File: src/rtl/nes_controller_port.sv
// nes_controller_port: CPU-side $4016/$4017 joypad responder plus a pad-side
// engine that polls a 4021-based NES controller and commits button snapshots.
// Optional build macro NES_CTRL_P2_EN adds a second controller
// (pad2_data / buttons2) served at $4017.
module nes_controller_port #(
    parameter int unsigned CLK_DIV     = 300,
    parameter int unsigned POLL_PERIOD = 833333
) (
    input  logic        clock,
    input  logic        reset_n,
    input  logic        clock_en,
    input  logic [15:0] addr,
    input  logic        r_en,
    input  logic [7:0]  w_data,
    output logic [7:0]  r_data,
    output logic        rd_hit,
    output logic        pad_latch,
    output logic        pad_clk,
    input  logic        pad1_data,
`ifdef NES_CTRL_P2_EN
    input  logic        pad2_data,
    output logic [7:0]  buttons2,
`endif
    output logic [7:0]  buttons1
);

    localparam int unsigned CNT_W = $clog2(POLL_PERIOD + 1);
    localparam logic [CNT_W-1:0] WAIT_LAST  = CNT_W'(POLL_PERIOD - 1);
    localparam logic [CNT_W-1:0] LATCH_LAST = CNT_W'(2 * CLK_DIV - 1);
    localparam logic [CNT_W-1:0] HALF_LAST  = CNT_W'(CLK_DIV - 1);
    localparam logic [15:0] ADDR_P1 = 16'h4016;
    localparam logic [15:0] ADDR_P2 = 16'h4017;

    typedef enum logic [2:0] {
        ST_WAIT,
        ST_LATCH,
        ST_CLK_HI,
        ST_CLK_LO,
        ST_COMMIT
    } poll_state_t;

    poll_state_t      state;
    logic [CNT_W-1:0] cnt;
    logic [2:0]       bit_idx;
    logic [7:0]       cap1;
    logic             strobe;
    logic [7:0]       shift1;
`ifdef NES_CTRL_P2_EN
    logic [7:0]       cap2;
    logic [7:0]       shift2;
`endif

    // CPU access decode
    logic rd_p1_c;
    logic rd_p2_c;
    logic wr_p1_c;
    logic unused_w_data;

    assign rd_p1_c       = clock_en & r_en & (addr == ADDR_P1);
    assign rd_p2_c       = clock_en & r_en & (addr == ADDR_P2);
    assign wr_p1_c       = clock_en & ~r_en & (addr == ADDR_P1);
    assign unused_w_data = ^w_data[7:1];

    // Pad poll engine: latch pulse, 7 clock pulses, LSB-first capture, atomic commit
    always_ff @(posedge clock or negedge reset_n) begin
        if (!reset_n) begin
            state     <= ST_WAIT;
            cnt       <= '0;
            bit_idx   <= 3'd0;
            cap1      <= 8'h00;
            buttons1  <= 8'h00;
            pad_latch <= 1'b0;
            pad_clk   <= 1'b0;
`ifdef NES_CTRL_P2_EN
            cap2      <= 8'h00;
            buttons2  <= 8'h00;
`endif
        end else begin
            case (state)
                ST_WAIT: begin
                    if (cnt == WAIT_LAST) begin
                        state     <= ST_LATCH;
                        cnt       <= '0;
                        pad_latch <= 1'b1;
                    end else begin
                        cnt <= cnt + CNT_W'(1);
                    end
                end
                ST_LATCH: begin
                    if (cnt == LATCH_LAST) begin
                        cap1[0]   <= ~pad1_data;
`ifdef NES_CTRL_P2_EN
                        cap2[0]   <= ~pad2_data;
`endif
                        bit_idx   <= 3'd1;
                        state     <= ST_CLK_HI;
                        cnt       <= '0;
                        pad_latch <= 1'b0;
                        pad_clk   <= 1'b1;
                    end else begin
                        cnt <= cnt + CNT_W'(1);
                    end
                end
                ST_CLK_HI: begin
                    if (cnt == HALF_LAST) begin
                        state   <= ST_CLK_LO;
                        cnt     <= '0;
                        pad_clk <= 1'b0;
                    end else begin
                        cnt <= cnt + CNT_W'(1);
                    end
                end
                ST_CLK_LO: begin
                    if (cnt == HALF_LAST) begin
                        cap1[bit_idx] <= ~pad1_data;
`ifdef NES_CTRL_P2_EN
                        cap2[bit_idx] <= ~pad2_data;
`endif
                        cnt <= '0;
                        if (bit_idx == 3'd7) begin
                            state <= ST_COMMIT;
                        end else begin
                            state   <= ST_CLK_HI;
                            pad_clk <= 1'b1;
                            bit_idx <= bit_idx + 3'd1;
                        end
                    end else begin
                        cnt <= cnt + CNT_W'(1);
                    end
                end
                ST_COMMIT: begin
                    buttons1 <= cap1;
`ifdef NES_CTRL_P2_EN
                    buttons2 <= cap2;
`endif
                    state    <= ST_WAIT;
                    cnt      <= '0;
                end
                default: begin
                    state     <= ST_WAIT;
                    cnt       <= '0;
                    pad_latch <= 1'b0;
                    pad_clk   <= 1'b0;
                end
            endcase
        end
    end

    // CPU side: strobe register, serial shift-out, registered read data
    always_ff @(posedge clock or negedge reset_n) begin
        if (!reset_n) begin
            r_data <= 8'h00;
            rd_hit <= 1'b0;
            strobe <= 1'b0;
            shift1 <= 8'h00;
`ifdef NES_CTRL_P2_EN
            shift2 <= 8'h00;
`endif
        end else begin
            rd_hit <= rd_p1_c | rd_p2_c;
            if (clock_en) begin
                if (wr_p1_c) begin
                    strobe <= w_data[0];
                end
                // Reload uses the current (pre-write) strobe and pre-commit buttons
                if (strobe) begin
                    shift1 <= buttons1;
                end else if (rd_p1_c) begin
                    shift1 <= {1'b1, shift1[7:1]};
                end
`ifdef NES_CTRL_P2_EN
                if (strobe) begin
                    shift2 <= buttons2;
                end else if (rd_p2_c) begin
                    shift2 <= {1'b1, shift2[7:1]};
                end
`endif
                if (rd_p1_c) begin
                    r_data <= {7'b0100000, strobe ? buttons1[0] : shift1[0]};
                end else if (rd_p2_c) begin
`ifdef NES_CTRL_P2_EN
                    r_data <= {7'b0100000, strobe ? buttons2[0] : shift2[0]};
`else
                    r_data <= 8'h40;
`endif
                end
            end
        end
    end

endmodule

File: config.mk
export PLATFORM = sky130hd
export DESIGN_NAME = nes_controller_port
export DESIGN_NICKNAME = d
export VERILOG_FILES = /design/src/rtl/nes_controller_port.sv
export SDC_FILE = /design/constraint.sdc
export NUM_CORES = 1
export LEC_CHECK = 0
export CORE_MARGIN = 3
export CORE_UTILIZATION = 40
export CTS_BUF_LIST = sky130_fd_sc_hd__clkbuf_16
export DETAILED_ROUTE_END_ITERATION = 7
export PLACE_DENSITY = 0.73
export SKIP_CTS_REPAIR_TIMING = 1
export SYNTH_ARGS = -nofsm -noshare
export SYNTH_HDL_FRONTEND = slang
export SYNTH_SLANG_ARGS = --single-unit
File: constraint.sdc
create_clock -name clock -period 2.8 [get_ports clock]
set_clock_uncertainty 0.2 [all_clocks]
set_input_delay 0.84 -clock clock [delete_from_list [all_inputs] [get_ports clock]]
set_output_delay 0.84 -clock clock [all_outputs]
set_load 0.1 [all_outputs]
# Yosys cells after proc, flatten, opt, wreduce, memory -nomap -nowiden
# Cells that the tools add are included.
[word_totals] reg_bits=62
[op_classes] order_cmp=2 eq_ne=15 muxes=33 bitwise=10 n_addsub=2 reduce_logical=17
[op_table] cell="$mux 20" n=3
[op_table] cell="$pmux 20 s3" n=1
[op_table] cell="$eq 16x15->1 const B" n=2
[op_table] cell="$mux 8" n=4
[op_table] cell="$mux 3" n=8
[op_table] cell="$add 20x1->20 const B" n=1
[op_table] cell="$eq 20x10->1 const B" n=1
[op_table] cell="$eq 20x20->1 const B" n=1
[op_table] cell="$eq 20x9->1 const B" n=1
[op_table] cell="$pmux 3 s4" n=1
[op_table] cell="$mux 1" n=10
[op_table] cell="$ne 2x2->1 const B" n=5
[op_table] cell="$bwmux 8" n=1
[op_table] cell="$reduce_and 2->1" n=4
[op_table] cell="$reduce_and 4->1" n=2
[op_table] cell="$eq 3x2->1 const B" n=2
[op_table] cell="$eq 3x3->1 const B" n=2
[op_table] cell="$pmux 3 s2" n=1
[op_table] cell="$reduce_and 3->1" n=2
[op_table] cell="$reduce_bool 2->1" n=3
[op_table] cell="$and 1x1->1" n=5
[op_table] cell="$reduce_and 5->1" n=1
[op_table] cell="$lt 3x4->1 const B" n=1
[op_table] cell="$not 1->1" n=4
[op_table] cell="12 further kinds" n=13

# Logic depth before layout (Yosys ltp)
# Gate-level depths: netlist of run 1.
[logic_depth] depth_word=7 mapped_depth=8

# Worst setup path before layout of run 1
# No wires, ideal clock.
[synth_timing] path_kind="input-to-reg" from="input port addr[10]" to="register shift1[0]" n_path_buf=0 arrival_time_ps=2285 cell_stages=5 path_slack_ps=178 required_ps=2463 setup_time_ps=137 cell_sequence="or4_4 > or2_2 > nor2_2 > mux2i_1 > a21oi_1"
[synth_between] elab_chain_len=4
[synth_rtl] item="start: declaration" line_no="12" rtl="input logic [15:0] addr,"
[synth_rtl] item="$eq 16x15->1" line_no="59" rtl="assign rd_p1_c = clock_en & r_en & (addr == ADDR_P1);"
[synth_rtl] item="$and 1x1->1" line_no="59"
[synth_rtl] item="$reduce_bool 2->1 (no line)"
[synth_rtl] item="$reduce_and 2->1 (no line)"
[synth_rtl] item="end signal: assignment" line_no="167" rtl="shift1 <= buttons1;"
[synth_rtl] item="end signal: assignment" line_no="169" rtl="shift1 <= {1'b1, shift1[7:1]};"
[synth_rtl] item="end: declaration" line_no="47" rtl="logic [7:0] shift1;"
# No other way between the ends.
# A chain may end at the register's enable or synchronous reset.

# Worst setup path in the final report of run 1
# Ends and elaborated chain as after synthesis.

==> summary by stage, run 1 <==
Power and ir drop
The analysis attributes to cell leakage a power of 1.508 nW. The peak ir drop on the vdd network is 0.0002665 V. The total power divided by cell area is 445.0 nW/um^2.

Outcome
The flow ran to the end, and the final reports show no timing, DRC or antenna violations.

Logic synthesis
The simple-gate portion of the synthesized area is 22.27%. In the synthesized netlist the async set-or-reset flop fraction comes to 100.0%. The mean area per synthesized cell is 10.14 sq um. The count of different cell masters after synthesis is 47.

After synthesis, flip-flops and latches occupy 49.19% of the total area. The cell area that synthesis handed to floorplanning was 2849 sq um. The most common cell in the synthesized netlist is dfrtp_1. The synthesized design devotes to its leading area cell type 49.19% of total area.

The cell taking the most area after synthesis is dfrtp_1. Summing the areas of all fa, ha and maj instances in the mapped netlist gives 1.757% of the synthesized area. The compound-cell area share of the yosys netlist is 7.817%. By count the netlist is led by dfrtp_1 (56), nor2_1 (40), nand3_1 (18), inv_1 (13), mux2i_1 (13). For this run, the number of Yosys warnings is 0. The main combinational cell family by area after synthesis is simple AND/OR/NAND/NOR gates.

The synthesized design contains 0 enable-type register cells. After synthesis, the cell types taking the most area are dfrtp_1 (49%), nor2_1 (5.3%), mux2i_1 (4.6%). The portion of synthesized area spent on multiplexers is 8.125%.

Synthesis inferred 56 register bits. Among all flip-flop cells after synthesis, the most frequent one is dfrtp_1. The synthesized-area fraction occupied by xor and xnor cells is 5.841%. The post-synthesis cell count is 281.

Drt
The first-pass iteration count of the detailed router is 4. The number of vias in the routed layout is 2149. The total routed wirelength is 5580 um.

The post-route DRC violation count is 0. The count of nets left with antenna violations once routing finished came out at 0. Dividing the detail-routed wire length by the instance count gives 13.54 um. The violation count after the first detailed-routing iteration is 97.

Dividing the detail-routed via count by the number of cells gives 5.216.

Timing
At the pin with the least slew margin, the transition time is 0.6134 ns. The number of hold violations in the final report came to 0. For the finished layout, the period the worst path requires is 2.675 ns.

The relative slew slack is 58.88%. The share of the cycle needed by the critical path after routing is 95.55%. The number of pins with negative max-slew slack in the final report came to 0. The maximum clock frequency is 373.8 MHz. Setup repair after global routing left no endpoint under its margin. Setup violations remaining at the end of the flow were counted as 0.

Clocking
The buffer depth of the longest clock path is 2. The number of H-tree levels is 2. The tree built by TritonCTS fans out to 56 sinks.

Clock tree synthesis selected as its root buffer the cell clkbuf_16. Counting the buffers created by CTS gives 5. The TritonCTS clock tree is done. The latest clock arrival within the worst-skew pair is 0.29 ns. The register clock-pin slew on the reported worst setup and hold paths is 0.07 ns.

Finish
The area growth from synthesis to layout is 19.98%. The finished layout holds 412 standard cells, fillers aside. The multi-input combinational cells in the finished layout cover a total of 1335 sq um. The layout has 622 filler cells. The final layout contains 348 nets. The finished cells cover 3418 sq um.

In the final layout, flip-flops and latches occupy 1401 sq um. The number of antenna diodes is 0. For this run, the share of the core covered by cells in the final layout is 50.04%. The fraction of layout cells with a size suffix above 1 is 15.51%.

GRT
The wire length of the first global-routing pass is 9791 um. The number of global-route vias before repair is 2114. After global routing the overflow that remains totals 0. The number of antenna violations at the first check in global routing came to 0.

Entering global routing, the biggest net connects 37 pins. The total track usage is 14.13%.

Floorplanning
The die is 90.40 um wide. The boundary pin count is 48. The initial standard-cell utilization of the core is 41.70%. The placement row count is 30. The overall die height is 90.40 um. The die covers 8171 sq um.

The area of the placeable core is 6832 sq um.

Placement
The estimated wirelength of the detail-placed design is 4148 um. The number of buffers inserted by port buffering is 34. After detailed placement, the design holds a cell count of 404. The placed cell area is 3263 sq um.

Routability-driven placement finished with a final weighted congestion of 0.8031.

Job
The reported max-cap violation count is 0.

Worst setup path
The nature of the critical path startpoint is an input pin. The required time of the critical path is 2.75 ns. The critical path data arrival time is 2.63 ns. The number of cell instances on the worst register-to-register path is 5.

The startpoint-to-endpoint class of the critical path is input pin to flop. Of all nets on the critical path, the largest fanout is 8. The type of element capturing the critical path is a flop.

Min path
In this run the worst hold path is classified as flop to flop. The cell count of the worst hold path is 1.
==> path summary, 6_finish.rpt <==
check | start | end | slack (ns)
max | addr[10] | shift1[0] | 0.12
min | r_data[6] | r_data[6] | 0.28
max reg2reg | cnt[2] | cap1[3] | 0.45
min reg2reg | r_data[6] | r_data[6] | 0.28
max in group asynchronous | reset_n | cnt[11] | 1.53
min in group asynchronous | reset_n | shift1[0] | 0.31
==> flip-flops by register name, indices dropped and copies added, names as in the netlist <==
register,cells
bit_idx,3
buttons1,8
cap1,8
cnt,20
pad_clk,1
pad_latch,1
r_data,2
rd_hit,1
shift1,8
state,3
strobe,1
==> power breakdown <==
part,switching [W],internal (W),leakage [nW],total [W]
combinational,0.0000581,0.0000303,0.707,0.0000884
sequential,0.000000154,0.000808,0.726,0.000809
clock,0.000289,0.000335,0.0742,0.000624
total,0.000347,0.00117,1.51,0.00152
==> layer usage <==
| metal | wire (um) | GRT usage (%) | up-vias |
|---|---|---|---|
| met3 | 286 | 3.583 | 4 |
| met4 | 34 | 3.061 | 0 |
| met2 | 2819 | 25.14 | 46 |
| met5 | 0 | 0 | - |
| met1 | 2439 | 17.26 | 1055 |
| li1 | - | - | 1044 |
==> worst max-delay path, cell delays in order <==
cell and delay (ns):
clkdlybuf4s50_1 0.40, or4_4 0.56, or2_4 0.27, nor2_4 0.11, buf_12 0.14, mux2i_1 0.21, a21oi_1 0.10
==> through the flow <==
step	setup TNS, ns	setup slack, ns	power, W	hold WS [ns]
6_report	0	0.1246	0.001521	0.2823
3_5_place_dp	-1.641	-0.2146	0.0009140	0.2644
2_1_floorplan	0	0.1780	0.0008706	0.2562
4_1_cts	0	0.03867	0.001539	0.2818
5_1_grt	0	0.04182	0.001579	0.3030
3_3_place_gp	-1.654	-0.2147	0.0009125	0.2522
==> cell usage in the layout (no fill, tap or decap), types with 6 or more instances in the layout <==
cell	synthesis	routed
mux2i_1	13	13
buf_4	7	16
nor4_1	7	7
mux2_2	9	9
inv_1	13	13
nand2_1	11	11
a21oi_1	9	9
xnor2_1	9	9
xor2_1	10	10
clkdlybuf4s50_1	0	20
nand4_1	6	6
dfrtp_1	56	56
nand3_1	18	18
nor3_1	7	7
conb_1	1	6
nor2_1	40	40
==> logic make-up (layout without fill, tap and decap cells) <==
group / Yosys count / after routing
AND/OR/NAND/NOR: 117 / 117
flip-flops: 56 / 56
multiplexers: 22 / 22
XOR/XNOR: 19 / 19
adder cells (fa/ha/maj): 4 / 4
AO/OA/AOI/OAI: 32 / 32
other: 1 / 6
buffers and inverters: 30 / 60
==> cell type report <==
type | count | share of cell area [%]
Sequential cell | 56 | 41.00
Multi-Input combinational cell | 200 | 39.06
Timing Repair Buffer | 39 | 10.69
Clock buffer | 5 | 3.660
Tap cell | 96 | 3.514
Inverter | 13 | 1.428
Clock inverter | 3 | 0.6589
(Power assumes the default switching activity.)
==> run 2, diff against run 1 <==
--- a/config.mk
+++ b/config.mk
@@ -9,6 +9,7 @@
 export CORE_UTILIZATION = 40
 export CTS_BUF_LIST = sky130_fd_sc_hd__clkbuf_16
 export DETAILED_ROUTE_END_ITERATION = 7
+export GPL_TIMING_DRIVEN = 0
 export PLACE_DENSITY = 0.73
 export SKIP_CTS_REPAIR_TIMING = 1
 export SYNTH_ARGS = -nofsm -noshare
==> constraint.sdc (replaced) <==
create_clock -name clock -period 2.8 [get_ports clock]
set_clock_uncertainty 0.2 [all_clocks]
set_input_delay 0.56 -clock clock [delete_from_list [all_inputs] [get_ports clock]]
set_output_delay 0.56 -clock clock [all_outputs]
set_load 0.1 [all_outputs]
==> run 2 against run 1 <==
Compared with the run above:
- sequential cell count unchanged
- hold slack got worse by 0.23 ns
- global-route usage increased by 0.13 points
- fmax is 3.0% higher
- clock power grew 1%
- cell area up 1.9%
- total power grew 0.74%
- register-to-register slack got worse by 0.12 ns
- critical path type unchanged
- largest cell class unchanged
==> summary by stage, run 2 (synthesis gave the netlist of run 1 again) <==
Floorplanning
The boundary pin count is 48 (unchanged). The placement row count is 30 (unchanged). The overall die height is 90.40 um (unchanged). The overall die width is 90.40 um (unchanged). The die area is 8171 sq um (unchanged). The area of the placeable core is 6832 sq um (unchanged).

The initial standard-cell utilization of the core is 41.70% (unchanged).

Worst setup path
The required time of the critical path is 2.76 ns (was 2.75 ns). The type of element capturing the critical path is a flop (unchanged). The startpoint-to-endpoint class of the critical path was input pin to flop (unchanged).

The nature of the critical path startpoint is an input pin (unchanged). The critical path data arrival time is 2.56 ns (was 2.63 ns). The biggest fanout along the worst timing path is 8 (unchanged).

GRT
The met3 usage in global routing is 4.833% (was 3.583%). The wire length of the first global-routing pass is 9763 um (was 9791 um). The number of antenna violations at the first check in global routing came to 0 (unchanged). The busiest layer in global routing is met2 (unchanged).

The number of global-route vias before repair was 2136 (was 2114). The global route total overflow is 0 (unchanged). The met1 capacity usage during global routing is 17.27% (was 17.26%).

The largest net degree at the start of global routing is 34 (was 37). The total track usage is 14.26% (was 14.13%). The met2 capacity usage during global routing is 24.52% (was 25.14%).

Power and ir drop
The total power divided by cell area came to 439.9 nW/um^2 (was 445.0 nW/um^2). The clock share of power is 41.2% (was 41.0%). The internal cell power is 0.001181 W (was 0.001174 W). The switching power share of the total is 22.92% (was 22.83%). The logic gate share of total power came to 6.0% (was 5.8%).

The static leakage is 1.499 nW (was 1.508 nW). The proportion of power drawn by flip-flops and latches is 52.8% (was 53.2%). The total power draw came to 0.001532 W (was 0.001521 W). The peak ir drop on the vdd network is 0.0002386 V (was 0.0002665 V). The net switching power is 0.0003513 W (was 0.0003474 W).

Finish
The sequential cell area in the final layout is 1401 sq um (unchanged). The final cell utilization of the core came to 50.99% (was 50.04%). Most frequent cells in the layout: dfrtp_1 (56), nor2_1 (40), clkdlybuf4s50_1 (32) (was dfrtp_1 (56), nor2_1 (40), clkdlybuf4s50_1 (20)). The number of antenna diodes is 0 (unchanged). The flip-flop count of the largest register after layout is 20 (unchanged).

The most flop-heavy register is cnt (unchanged). The total area of multi-input combinational cells is 1328 sq um (was 1335 sq um). The most common cell after layout, fill and taps aside was dfrtp_1 (unchanged).

The fraction of layout cells with a size suffix above 1 is 11.89% (was 15.51%). The area growth from synthesis to layout is 22.27% (was 19.98%). The total number of nets in the final design is 360 (was 348). The final non-filler cell area is 3483 sq um (was 3418 sq um).

The layout filler cell count is 648 (was 622).

Drt
The via count normalized by instance count is 5.127 (was 5.216). The number of vias in the routed layout is 2174 (was 2149). The violation count after the first detailed-routing iteration was 154 (was 97).

The post-route DRC violation count is 0 (unchanged). The residual antenna-violating net count after detailed routing is 0 (unchanged). The first-pass iteration count of the detailed router is 4 (unchanged).

The total routed wirelength is 5551 um (was 5580 um). The wire length per cell after detailed routing is 13.09 um (was 13.54 um).

Clocking
The TritonCTS clock tree is done (unchanged). The buffer type at the clock tree root is clkbuf_16 (unchanged). The buffer depth of the longest clock path was 2 (unchanged). The number of clock buffers inserted by TritonCTS is 5 (unchanged). The register clock-pin slew on the reported worst setup and hold paths was 0.08 ns (was 0.07 ns). The number of sinks driven by the clock tree is 56 (unchanged). The number of H-tree levels is 2 (unchanged). The latest clock arrival within the worst-skew pair is 0.29 ns (about the same).

Timing
The smallest hold slack came to 0.05012 ns (was 0.2823 ns). The number of pins with negative max-slew slack in the final report is 0 (unchanged). The number of hold violations in the final report is 0 (unchanged).

Unrepaired setup endpoints after global routing: no (unchanged). The transition at the pin with the smallest max-transition slack is 0.9841 ns (was 0.6134 ns). The time the worst path needs with I/O delays and setup is 2.599 ns (was 2.675 ns). The share of the cycle needed by the critical path after routing is 92.81% (was 95.55%).

The maximum clock frequency came to 384.8 MHz (was 373.8 MHz). The post-route worst setup slack is 0.2014 ns (was 0.1246 ns). The total of endpoints with negative setup slack in the final report is 0 (unchanged). The relative slew slack is 34.19% (was 58.88%).

Min path
The type of the worst min-delay path is input pin to asynchronous set/reset pin (was flop to flop).

Placement
The worst setup slack before clock tree synthesis came to -0.1527 ns (was -0.2146 ns). The routability-driven placement congestion ratio is 0.8257 (was 0.8031). The placed cell area is 3333 sq um (was 3263 sq um). The estimated wirelength of the detail-placed design is 4242 um (was 4148 um). The number of buffers inserted by port buffering was 33 (was 34).

Outcome
Outcome: finished clean (unchanged).

Job
The reported max-cap violation count is 0 (unchanged).
## run 2: metal layers
layer  wire, um  vias to the layer above
met3        370                        6
met4         29                        0
met2       2721                       51
li1           -                     1079
met1       2430                     1038
met5          0                        -
## run 2: power groups by stage
stage	Clock [W]	Sequential (W)	Combinational, W
after detailed placement	0	0.000824	0.0000939
after global placement	0	0.000825	0.0000903
after floorplan	0	0.000825	0.0000459
after CTS	0.000651	0.000808	0.0000939
after global routing	0.000681	0.000808	0.0000996
final	0.000632	0.000809	0.0000923
## run 2: worst max-delay path, stage by stage
cell,delay (ns)
clkdlybuf4s50_1,0.41
or4_4,0.56
or2_2,0.31
nor2_2,0.38
mux2i_1,0.25
a21oi_1,0.09
## run 2: path summary, 6_finish.rpt
check,startpoint,end,slack (ns),depth (start not counted)
setup / recovery,addr[10],shift1[3],0.20,6
hold / removal,reset_n,shift1[4],0.05,1
setup reg to reg,cnt[2],cnt[19],0.33,6
hold reg to reg,r_data[6],r_data[6],0.27,1
max in group asynchronous,reset_n,cnt[12],1.78,2
min in group clock,r_data[6],r_data[6],0.27,1
## run 2: layout make-up
cell class / count / share of cell area [%]
Sequential cell: 56 / 40.23
Clock buffer: 5 / 3.592
Tap cell: 96 / 3.448
Clock inverter: 3 / 0.7184
Timing Repair Buffer: 34 / 9.914
Inverter: 13 / 1.401
Buffer: 17 / 2.586
Multi-Input combinational cell: 200 / 38.11
## run 2: per-stage QoR
stage	cells	setup TNS, ns
floorplan	286	0
global placement	415	-39.78
detailed placement	416	-0.8653
CTS	424	0
global route	424	0
finish	424	0
==> run 3, diff against run 2 <==
--- a/config.mk
+++ b/config.mk
@@ -11,6 +11,7 @@
 export DETAILED_ROUTE_END_ITERATION = 7
 export GPL_TIMING_DRIVEN = 0
 export PLACE_DENSITY = 0.73
+export REMOVE_ABC_BUFFERS = 1
 export SKIP_CTS_REPAIR_TIMING = 1
 export SYNTH_ARGS = -nofsm -noshare
 export SYNTH_HDL_FRONTEND = slang
==> run 3 against run 2 <==
Compared with the run above:
- largest power group unchanged
- global-route usage decreased by 0.35 points
- highest routed layer unchanged
- clock-buffer cell count unchanged
- cell area decreased by 1.9%
==> summary by stage, run 3 (synthesis gave the netlist of run 1 again) <==
Clocking
The latest clock arrival within the worst-skew pair is 0.29 ns (about the same). The buffer depth of the longest clock path is 2 (unchanged). The register clock-pin slew on the reported worst setup and hold paths is 0.07 ns (was 0.08 ns). The number of sinks driven by the clock tree is 56 (unchanged). The number of clock buffers inserted by TritonCTS is 5 (unchanged). The TritonCTS clock tree is done (unchanged). The buffer type at the clock tree root was clkbuf_16 (unchanged).

The number of H-tree levels came to 2 (unchanged).

Worst setup path
The cell class contributing the biggest share of worst-path delay is buffers and inverters (was simple AND/OR/NAND/NOR gates). The required time of the critical path is 2.04 ns (was 2.76 ns). The critical path data arrival time came to 1.85 ns (was 2.56 ns). List of cells traversed by the critical path: clkdlybuf4s50_1 (was clkdlybuf4s50_1 -> or4_4 -> or2_2 -> nor2_2 -> mux2i_1 -> a21oi_1). The biggest cell delay along the critical path is 1.15 ns (was 0.56 ns). The sum of buffers and inverters on the critical path is 1 (unchanged). The type of element capturing the critical path is an output port (was flop).

The endpoint of the most critical register-to-register path is cnt[13] (was cnt[19]). The nature of the critical path startpoint is a flop (was input pin). The slowest library cell on the worst path is clkdlybuf4s50_1 (was or4_4). The startpoint-to-endpoint class of the critical path is flop to output port (was input pin to flop). The biggest fanout along the worst timing path is 4 (was 8). The instance count on the critical path is 1 (was 6). The number of cell instances on the worst register-to-register path is 5 (was 6). The source of the worst register-to-register timing path is cnt[14] (was cnt[2]).

The slack of the worst reg-to-reg path was 0.28 ns (was 0.33 ns).

Min path
The type of the worst min-delay path is input pin to asynchronous set/reset pin (unchanged).

Finish
The fraction of layout cells with a size suffix above 1 is 10.26% (was 11.89%). The final cell utilization of the core is 50.02% (was 50.99%). The number of antenna diodes was 0 (unchanged).

The flip-flop count of the largest register after layout is 20 (unchanged). The most flop-heavy register is cnt (unchanged). The area growth from synthesis to layout is 19.94% (was 22.27%).

The final non-filler cell area was 3417 sq um (was 3483 sq um). The final non-filler cell total came to 408 (was 424). The total number of nets in the final design is 344 (was 360). The most common cell after layout, fill and taps aside was dfrtp_1 (unchanged). Most frequent cells in the layout: dfrtp_1 (56), nor2_1 (40), clkdlybuf4s50_1 (33) (was dfrtp_1 (56), nor2_1 (40), clkdlybuf4s50_1 (32)).

GRT
The largest net degree at the start of global routing is 36 (was 34). The number of antenna violations at the first check in global routing is 0 (unchanged). The global route total overflow is 0 (unchanged). The total track usage was 13.91% (was 14.26%). The met2 capacity usage during global routing is 22.34% (was 24.52%). The number of global-route vias before repair came to 2019 (was 2136).

The met3 usage in global routing is 4.000% (was 4.833%). The wire length of the first global-routing pass was 9418 um (was 9763 um). The met1 capacity usage during global routing is 18.10% (was 17.27%). The busiest layer in global routing is met2 (unchanged).

Placement
The estimated wirelength of the detail-placed design is 3998 um (was 4242 um). The placed cell area is 3253 sq um (was 3333 sq um). The number of placed instances, taps included is 400 (was 416). The routability-driven placement congestion ratio is 0.7828 (was 0.8257).

The number of buffers inserted by port buffering is 34 (was 33). The worst setup slack before clock tree synthesis is -0.1007 ns (was -0.1527 ns).

Timing
The share of the cycle needed by the critical path after routing was 93.17% (was 92.81%). Unrepaired setup endpoints after global routing: no (unchanged). The post-route worst setup slack was 0.1913 ns (was 0.2014 ns). The number of pins with negative max-slew slack in the final report is 0 (unchanged). The total of endpoints with negative setup slack in the final report is 0 (unchanged). The number of hold violations in the final report came to 0 (unchanged). The maximum clock frequency was 383.3 MHz (was 384.8 MHz). The transition at the pin with the smallest max-transition slack was 0.9972 ns (was 0.9841 ns).

The time the worst path needs with I/O delays and setup is 2.609 ns (was 2.599 ns). The relative slew slack is 33.31% (was 34.19%).

Floorplanning
The boundary pin count is 48 (unchanged). The area of the placeable core was 6832 sq um (unchanged). The placement row count is 30 (unchanged). The overall die height is 90.40 um (unchanged).

The overall die width was 90.40 um (unchanged). The die area was 8171 sq um (unchanged). The initial standard-cell utilization of the core is 41.70% (unchanged).

Power and ir drop
The total power draw came to 0.001527 W (was 0.001532 W). The static leakage is 1.455 nW (was 1.499 nW). The internal cell power is 0.001178 W (was 0.001181 W). The switching power share of the total is 22.87% (was 22.92%). The proportion of power drawn by flip-flops and latches is 53.0% (was 52.8%).

The clock share of power is 41.3% (was 41.2%). The total power divided by cell area is 446.8 nW/um^2 (was 439.9 nW/um^2). The peak ir drop on the vdd network is 0.0002563 V (was 0.0002386 V). The net switching power is 0.0003491 W (was 0.0003513 W).

The logic gate share of total power is 5.7% (was 6.0%).

Drt
The residual antenna-violating net count after detailed routing was 0 (unchanged). The via count normalized by instance count is 5.186 (was 5.127). The post-route DRC violation count was 0 (unchanged). The first-pass iteration count of the detailed router is 5 (was 4).

The violation count after the first detailed-routing iteration is 128 (was 154). The number of vias in the routed layout is 2116 (was 2174). The total routed wirelength came to 5460 um (was 5551 um). The wire length per cell after detailed routing came to 13.38 um (was 13.09 um).

Outcome
Outcome: finished clean (unchanged).

Job
The reported max-cap violation count is 0 (unchanged).
[run 3: worst max-delay path by stage]
stage                           start           to
after floorplan              addr[10]    shift1[0]
after global placement        reset_n       cnt[0]
after detailed placement     addr[10]    shift1[0]
after CTS                      cnt[2]      cnt[13]
after global routing          cnt[14]      cnt[13]
final                     buttons1[0]  buttons1[0]
[run 3: per-stage QoR]
stage	TNS, ns	hold WS [ns]
global placement	-39.84	0.2502
global route	0	0.05291
CTS	0	0.04000
finish	0	0.02297
floorplan	0	0.06441
detailed placement	-0.6230	0.2661
[run 3: power by group through the flow]
stage | Clock, W | Sequential, W | Combinational (W)
floorplan | 0 | 0.000825 | 0.0000379
global placement | 0 | 0.000825 | 0.0000847
detailed placement | 0 | 0.000824 | 0.0000887
CTS | 0.000653 | 0.000808 | 0.0000889
global route | 0.000686 | 0.000808 | 0.0000937
finish | 0.000631 | 0.000809 | 0.0000870
[run 3: layout make-up]
class                   count  area (sq um)
clock buffers               5         125.1
clock inverters             3         27.53
fillers                   658          3415
inverters                  13         48.80
multi-input cells         200          1339
flip-flops and latches     56          1401
well taps                  96         120.1
repair buffers             35         355.3
[run 3: per-layer routing]
layer	part of all wire, %	vias to the layer above
met5	0	-
met3	4.9	7
met4	1.3	0
li1	-	1034
met1	48	1022
met2	46	53
